[src/rtl/mips_pkg.sv]
// mips_pkg
// Shared definitions for the instruction-fetch front end:
//   - seq_state_e    : fetch sequencer states
//   - redirect_sel_e : which next-PC source the redirect logic picked
//   - RESET_PC_DEFAULT : word-aligned PC loaded on reset
package mips_pkg;

  localparam logic [31:0] RESET_PC_DEFAULT = 32'h0040_0000;

  typedef enum logic [1:0] {
    IDLE,
    REQ,
    HOLD,
    HALT
  } seq_state_e;

  typedef enum logic [1:0] {
    SEL_SEQ,
    SEL_BR,
    SEL_J,
    SEL_JR
  } redirect_sel_e;

endpackage

[src/rtl/pc_sequencer_if.sv]
// pc_sequencer_if
// Groups the instruction-memory request bus and the decode-side
// instruction handshake.
//   imem_req/imem_addr  : fetch request and address (sequencer -> memory)
//   imem_ack/imem_data  : fetch completion and word (memory -> sequencer)
//   inst/inst_pc/inst_valid : registered instruction (sequencer -> decode)
//   stall               : decode not ready (decode -> sequencer)
// master = the fetch sequencer, slave = memory/decode environment.
interface pc_sequencer_if;

  logic        imem_req;
  logic [31:0] imem_addr;
  logic        imem_ack;
  logic [31:0] imem_data;
  logic [31:0] inst;
  logic [31:0] inst_pc;
  logic        inst_valid;
  logic        stall;

  modport master (
    output imem_req, imem_addr, inst, inst_pc, inst_valid,
    input  imem_ack, imem_data, stall
  );

  modport slave (
    input  imem_req, imem_addr, inst, inst_pc, inst_valid,
    output imem_ack, imem_data, stall
  );

endinterface

[src/rtl/next_pc_calc.sv]
// next_pc_calc
// Combinational redirect target and source select for the instruction
// currently held in the output register.
//   inst_pc                  : address of that instruction
//   branch_taken/branch_addr : conditional branch, sign-extended word offset
//   jump/jump_addr           : J/JAL, 26-bit target already shifted by 2
//   jr/jr_target             : register-indirect target
//   target                   : selected redirect address
//   sel                      : SEL_SEQ when nothing redirects
// Priority is jr over jump over branch.
module next_pc_calc
  import mips_pkg::*;
(
  input  logic          [31:0] inst_pc,
  input  logic                 branch_taken,
  input  logic          [31:0] branch_addr,
  input  logic                 jump,
  input  logic          [27:0] jump_addr,
  input  logic                 jr,
  input  logic          [31:0] jr_target,
  output logic          [31:0] target,
  output redirect_sel_e        sel
);

  logic [31:0] p4;

  assign p4 = inst_pc + 32'd4;

  always_comb begin
    sel    = SEL_SEQ;
    target = p4;
    if (jr) begin
      sel    = SEL_JR;
      target = jr_target;
    end else if (jump) begin
      // Region bits come from the delay-slot-free successor address.
      sel    = SEL_J;
      target = {p4[31:28], jump_addr};
    end else if (branch_taken) begin
      sel    = SEL_BR;
      target = p4 + (branch_addr << 2);
    end
  end

endmodule

[src/rtl/pc_sequencer.sv]
// pc_sequencer
// Instruction-fetch controller: owns the PC, issues one instruction-memory
// request at a time and hands one registered instruction to decode.
//   clk, rst     : clock, asynchronous active-high reset
//   en           : run enable; dropping it stops fetching after the
//                  outstanding request completes
//   branch_taken, branch_addr, jump, jump_addr, jr, jr_target :
//                  redirect controls for the instruction in bus.inst
//   pc           : address of the next fetch
//   misaligned   : sticky, set by a jr to an unaligned target
//   bus          : memory request bus and decode handshake (master side)
module pc_sequencer
  import mips_pkg::*;
#(
  parameter logic [31:0] RESET_PC = RESET_PC_DEFAULT
) (
  input  logic        clk,
  input  logic        rst,
  input  logic        en,
  input  logic        branch_taken,
  input  logic [31:0] branch_addr,
  input  logic        jump,
  input  logic [27:0] jump_addr,
  input  logic        jr,
  input  logic [31:0] jr_target,
  output logic [31:0] pc,
  output logic        misaligned,
  pc_sequencer_if.master bus
);

  seq_state_e    state_q, state_d, after_fetch;
  logic [31:0]   pc_q, pc_d;
  logic [31:0]   inst_q, inst_d;
  logic [31:0]   inst_pc_q, inst_pc_d;
  logic          inst_valid_q, inst_valid_d;
  logic [31:0]   skid_data_q, skid_data_d;
  logic [31:0]   skid_pc_q, skid_pc_d;
  logic          squash_q, squash_d;
  logic [31:0]   squash_addr_q, squash_addr_d;
  logic          misaligned_q, misaligned_d;

  logic [31:0]   target;
  redirect_sel_e sel;
  logic          fire;
  logic          redirect;
  logic          bad_jr;

  next_pc_calc u_next_pc_calc (
    .inst_pc      (inst_pc_q),
    .branch_taken (branch_taken),
    .branch_addr  (branch_addr),
    .jump         (jump),
    .jump_addr    (jump_addr),
    .jr           (jr),
    .jr_target    (jr_target),
    .target       (target),
    .sel          (sel)
  );

  // Redirect controls only mean something for an instruction being consumed.
  assign fire     = inst_valid_q && !bus.stall;
  assign redirect = fire && (sel != SEL_SEQ);
  assign bad_jr   = redirect && (sel == SEL_JR) && (target[1:0] != 2'b00);

  assign bus.imem_req   = (state_q == REQ);
  // A squashed request keeps its original address until its ack, even
  // though pc has already moved to the redirect target.
  assign bus.imem_addr  = squash_q ? squash_addr_q : pc_q;
  assign bus.inst       = inst_q;
  assign bus.inst_pc    = inst_pc_q;
  assign bus.inst_valid = inst_valid_q;
  assign pc             = pc_q;
  assign misaligned     = misaligned_q;

  assign after_fetch = en ? REQ : IDLE;

  always_comb begin
    state_d       = state_q;
    pc_d          = pc_q;
    inst_d        = inst_q;
    inst_pc_d     = inst_pc_q;
    inst_valid_d  = inst_valid_q && bus.stall;
    skid_data_d   = skid_data_q;
    skid_pc_d     = skid_pc_q;
    squash_d      = squash_q;
    squash_addr_d = squash_addr_q;
    misaligned_d  = misaligned_q | bad_jr;

    if (redirect) begin
      pc_d = target;
    end

    case (state_q)
      IDLE: begin
        if (bad_jr) begin
          state_d = HALT;
        end else if (en) begin
          state_d = REQ;
        end
      end

      REQ: begin
        if (squash_q) begin
          // The word of a killed request is dropped; pc already holds the target.
          if (bus.imem_ack) begin
            squash_d = 1'b0;
            state_d  = misaligned_q ? HALT : after_fetch;
          end
        end else if (redirect) begin
          if (bus.imem_ack) begin
            state_d = bad_jr ? HALT : after_fetch;
          end else begin
            squash_d      = 1'b1;
            squash_addr_d = pc_q;
          end
        end else if (bus.imem_ack) begin
          pc_d = pc_q + 32'd4;
          if (!inst_valid_q || !bus.stall) begin
            inst_d       = bus.imem_data;
            inst_pc_d    = pc_q;
            inst_valid_d = 1'b1;
            state_d      = after_fetch;
          end else begin
            skid_data_d = bus.imem_data;
            skid_pc_d   = pc_q;
            state_d     = HOLD;
          end
        end
      end

      HOLD: begin
        // inst_valid is always set here, so !stall means the output is consumed.
        if (!bus.stall) begin
          if (redirect) begin
            state_d = bad_jr ? HALT : after_fetch;
          end else begin
            inst_d       = skid_data_q;
            inst_pc_d    = skid_pc_q;
            inst_valid_d = 1'b1;
            state_d      = after_fetch;
          end
        end
      end

      HALT: begin
        inst_valid_d = 1'b0;
      end

      default: begin
        state_d = IDLE;
      end
    endcase
  end

  always_ff @(posedge clk or posedge rst) begin
    if (rst) begin
      state_q       <= IDLE;
      pc_q          <= RESET_PC;
      inst_q        <= 32'h0;
      inst_pc_q     <= 32'h0;
      inst_valid_q  <= 1'b0;
      skid_data_q   <= 32'h0;
      skid_pc_q     <= 32'h0;
      squash_q      <= 1'b0;
      squash_addr_q <= 32'h0;
      misaligned_q  <= 1'b0;
    end else begin
      state_q       <= state_d;
      pc_q          <= pc_d;
      inst_q        <= inst_d;
      inst_pc_q     <= inst_pc_d;
      inst_valid_q  <= inst_valid_d;
      skid_data_q   <= skid_data_d;
      skid_pc_q     <= skid_pc_d;
      squash_q      <= squash_d;
      squash_addr_q <= squash_addr_d;
      misaligned_q  <= misaligned_d;
    end
  end

endmodule

[src/flat_wrapper.sv]
// flat-port wrapper written by rule: the top's interface ports become plain ports
module pc_sequencer_flat import mips_pkg::*;
#(
  parameter logic [31:0] RESET_PC = RESET_PC_DEFAULT
)
  (clk, rst, en, branch_taken, branch_addr, jump, jump_addr, jr, jr_target, pc, misaligned, bus_imem_req, bus_imem_addr, bus_inst, bus_inst_pc, bus_inst_valid, bus_imem_ack, bus_imem_data, bus_stall);
  pc_sequencer_if bus_i ();
  input  logic clk;
  input  logic rst;
  input  logic en;
  input  logic branch_taken;
  input  logic [31:0] branch_addr;
  input  logic jump;
  input  logic [27:0] jump_addr;
  input  logic jr;
  input  logic [31:0] jr_target;
  output logic [31:0] pc;
  output logic misaligned;
  output wire logic [$bits(bus_i.imem_req)-1:0] bus_imem_req;
  output wire logic [$bits(bus_i.imem_addr)-1:0] bus_imem_addr;
  output wire logic [$bits(bus_i.inst)-1:0] bus_inst;
  output wire logic [$bits(bus_i.inst_pc)-1:0] bus_inst_pc;
  output wire logic [$bits(bus_i.inst_valid)-1:0] bus_inst_valid;
  input wire logic [$bits(bus_i.imem_ack)-1:0] bus_imem_ack;
  input wire logic [$bits(bus_i.imem_data)-1:0] bus_imem_data;
  input wire logic [$bits(bus_i.stall)-1:0] bus_stall;
  assign bus_imem_req = bus_i.imem_req;
  assign bus_imem_addr = bus_i.imem_addr;
  assign bus_inst = bus_i.inst;
  assign bus_inst_pc = bus_i.inst_pc;
  assign bus_inst_valid = bus_i.inst_valid;
  assign bus_i.imem_ack = bus_imem_ack;
  assign bus_i.imem_data = bus_imem_data;
  assign bus_i.stall = bus_stall;
  pc_sequencer #(.RESET_PC(RESET_PC)) u_core (.clk(clk), .rst(rst), .en(en), .branch_taken(branch_taken), .branch_addr(branch_addr), .jump(jump), .jump_addr(jump_addr), .jr(jr), .jr_target(jr_target), .pc(pc), .misaligned(misaligned), .bus(bus_i));
endmodule
[config.mk]
export PLATFORM = sky130hd
export DESIGN_NAME = pc_sequencer_flat
export DESIGN_NICKNAME = d
export VERILOG_FILES = /design/src/rtl/mips_pkg.sv /design/src/rtl/pc_sequencer_if.sv /design/src/rtl/next_pc_calc.sv /design/src/rtl/pc_sequencer.sv /design/src/flat_wrapper.sv
export SDC_FILE = /design/constraint.sdc
export NUM_CORES = 1
export LEC_CHECK = 0
export ABC_CLOCK_PERIOD_IN_PS = 11800
export BUFFER_PORTS_ARGS = -buffer_cell sky130_fd_sc_hd__buf_2
export CORE_MARGIN = 5
export CORE_UTILIZATION = 60
export DETAILED_ROUTE_END_ITERATION = 10
export PLACE_DENSITY_LB_ADDON = 0.2
export SLEW_MARGIN = 20
export SYNTH_ARGS = -nofsm -noshare
export SYNTH_HDL_FRONTEND = slang
export SYNTH_SLANG_ARGS = --single-unit
[constraint.sdc]
create_clock -name clk -period 11.8 [get_ports clk]
set_input_delay 0.59 -clock clk [delete_from_list [all_inputs] [get_ports clk]]
set_output_delay 0.59 -clock clk [all_outputs]
set_load 0.005 [all_outputs]
==> impl_metrics.env <==
export IMPL_result_of_the_run="finished, final reports clean"
export IMPL_largest_net_degree_at_the_start_of_global_routing=130
export IMPL_wl_per_cell_um=20.1
export IMPL_synth_top_area_share_pct=41.4
export IMPL_endpoint_kind="flip-flop"
export IMPL_finalClockSkew_ns=0.0102
export IMPL_grt_most_used_layer="met2"
export IMPL_timing_hold_violations_final=0
export IMPL_grt_pass1_vias=9724
export IMPL_synthesis_instances=1157
export IMPL_synth_async_sr_flop_share_pct=100
export IMPL_post_route_cells_drive_above_1_share_pct=32.8
export IMPL_grt_pass1_wl_mm=52.2
export IMPL_core_area_sq_um=19500
export IMPL_min_delay_path_class="input pin to async pin"
export IMPL_worstSkewPairLatency_ns=0.43
export IMPL_layout_min_cycle_time_ns=4.30
export IMPL_critPathLaunchType="flip-flop"
export IMPL_ctsLongestPathBuffers=2
export IMPL_die_height_um=151
export IMPL_relSlewSlack_pct=26.8
export IMPL_detail_route_wirelength_mm=33.4
export IMPL_synth_edf_count=0
export IMPL_synth_seq_area_share_pct=41.6
export IMPL_timing_critical_path_arrival_ns=4.66
export IMPL_detail_route_drc_violations=0
export IMPL_required_ns=12.16
export IMPL_number_of_sinks_handled_by_clock_tree_synthesis=197
export IMPL_root_buffer_selected_by_cts="clkbuf_16"
export IMPL_synth_top_flop_cell="dfrtp_1"
export IMPL_total_placed_instance_area_sq_um=13300
export IMPL_flow_area_growth_from_synthesis_pct=17.0
export IMPL_cts_hold_repair_buffers=0
export IMPL_setup_viol=0
export IMPL_dieArea_sq_um=22700
export IMPL_critical_path_max_stage_delay_ns=0.71
export IMPL_post_syn_area_sq_um=11800
export IMPL_critPathSlowestCell="a2111oi_0"
export IMPL_cts_setup_buffers=0
export IMPL_viasPerCell=5.93
export IMPL_synth_lib_cells_used_distinct=81
export IMPL_tns_ns=0
export IMPL_floorplan_rows=51
export IMPL_post_cts_resized_instances=0
export IMPL_place_congestion=0.911
export IMPL_finish_instance_area_sq_um=13900
export IMPL_cp_max_fo=9
export IMPL_tightestPinTransition_ns=1.10
export IMPL_initial_utilization_pct=60.9
export IMPL_num_vias=9840
export IMPL_port_buffer_count=260
export IMPL_synth_top_cells_by_count="196 x dfrtp_1, 128 x mux2_2, 121 x nor2_1"
export IMPL_vdd_ir_drop_max_mv=0.243
export IMPL_synth_warnings=0
export IMPL_residual_antenna_violating_net_count_after_detailed_routing=0
export IMPL_worstPathCellList="and3_1 -> and2_4 -> and3_1 -> nand4_1 -> xnor2_1 -> ha_1 -> a21o_1 -> a31o_1 -> a221o_1 -> nor2_1 -> o21ai_0 -> xnor2_1 -> a2111oi_0 -> a211oi_1 -> a21oi_1"
export IMPL_clkSlewWorstSetupHoldPaths_ns=0.07
export IMPL_grt_use_met1_pct=41.4
export IMPL_final_net_count=1555
export IMPL_die_w_um=151
export IMPL_layout_filler_cells=1500
export IMPL_mapped_nets=1333
export IMPL_area_used_by_sequential_logic_in_the_layout_sq_um=4930
export IMPL_final_util_pct=71.2
export IMPL_tritoncts="yes"
export IMPL_synth_area_leader_cell="dfrtp_1"
export IMPL_cts_buffers=17
export IMPL_max_freq_mhz=233
export IMPL_avgSynthCellArea_sq_um=10.2
export IMPL_synth_ff_latch_count=197
export IMPL_io_pins=263
export IMPL_groute_layer_met2_usage_pct=45.4
export IMPL_synthTopCellsByArea="dfrtp_1 41%, mux2_2 12%, mux2i_1 6.2%"
export IMPL_drv_max_cap_violation_count=0
export IMPL_worst_setup_path_type="flip-flop to flip-flop"
export IMPL_met3_usage_pct=7.44
export IMPL_p_leak_uw=0.00609
export IMPL_grt_setup_unrepaired="false"
export IMPL_dp_hpwl_mm=24.0
export IMPL_fin_hold_ws_ns=0.348
export IMPL_antenna_found_initial=2
export IMPL_p_per_area_nw_per_um2=287
export IMPL_ctsHtreeMaxLevel=4
export IMPL_synthMostInstantiatedCell="dfrtp_1"
export IMPL_multi_input_area_sq_um=6570
export IMPL_global_routing_usage_summed_across_all_routing_layers_pct=29.5
export IMPL_drv_slew=0
export IMPL_finalCritPeriodShare_pct=36.4
export IMPL_grt_ovfl_total=0
export IMPL_number_of_search_and_repair_iterations_in_the_first_detailed_routing_pass=5
export IMPL_drt_first_iter_violations=765
[path summary, 6_finish.rpt]
check,cells past startpoint,slack [ns],end,from
setup / recovery,15,7.50,u_core.pc[15],u_core.bus.inst_pc[4]
hold / removal,2,0.35,u_core.skid_data_q[22],rst
setup reg to reg,15,7.50,u_core.pc[15],u_core.bus.inst_pc[4]
hold reg to reg,1,0.50,u_core.squash_addr_q[7],u_core.squash_addr_q[7]
max in group asynchronous,3,10.01,u_core.skid_pc_q[23],rst
min in group clk,2,0.36,u_core.squash_q,bus_imem_ack
[worst max-delay path: cells and delay by family, from the launching register on]
family / cells / cell delay (ns)
AND/OR/NAND/NOR: 5 / 1.16
XOR/XNOR: 2 / 0.30
adder cells (fa/ha/maj): 1 / 0.36
AO/OA/AOI/OAI: 7 / 1.97
flip-flops: 1 / 0.44
[routing by layer]
layer / up-vias / routed length [um]
li1: 4643 / -
met4: 2 / 792
met1: 4793 / 14400
met3: 59 / 2790
met5: - / 11
met2: 343 / 15400
[layout by cell type (no fill, tap or decap), types with 25 or more instances in the layout]
master	instances
mux2i_1	73
xor2_1	35
dfrtp_1	196
nand3_1	34
buf_2	260
nor2_1	119
o21ai_0	34
a21o_1	25
nand2_1	53
mux2_2	128
a21oi_1	116
ha_1	42
xnor2_1	45
[state kept, by name (all words and copies together), names as in the netlist]
register / flops
u_core.bus.inst: 32
u_core.bus.inst_pc: 32
u_core.bus.inst_valid: 1
u_core.misaligned: 1
u_core.pc: 32
u_core.skid_data_q: 32
u_core.skid_pc_q: 32
u_core.squash_addr_q: 32
u_core.squash_q: 1
u_core.state_q: 2
[cells by family after synthesis]
family / count (synthesis) / synth area share (%)
XOR/XNOR: 80 / 5.92
multiplexers: 202 / 18.6
buffers and inverters: 81 / 3.30
flip-flops: 197 / 41.6
AND/OR/NAND/NOR: 289 / 11.5
adder cells (fa/ha/maj): 44 / 4.71
AO/OA/AOI/OAI: 264 / 14.4
[where the power goes]
part	leakage, uW	total, uW	switching (uW)	internal [uW]
clock network	0.000283	579	255	324
registers	0.00232	1360	346	1010
logic	0.00349	2040	1080	954
[through the flow]
| step | total power [uW] | cells | setup slack [ns] |
|---|---|---|---|
| floorplan | 2690 | 1157 | 5.84 |
| global placement | 3310 | 1625 | 7.62 |
| detailed placement | 3370 | 1625 | 7.57 |
| CTS | 3970 | 1657 | 7.54 |
| global route | 4280 | 1658 | 7.13 |
| finish | 3980 | 1659 | 7.50 |
[cell type report]
cell class	instances	area share, %
Timing Repair Buffer	272	10.0
Multi-Input combinational cell	879	47.4
Clock inverter	11	0.903
Tap cell	265	2.39
Clock buffer	21	3.32
Sequential cell	197	35.6
Inverter	12	0.379
Antenna cell	2	0.0361
(Power assumes the default switching activity.)
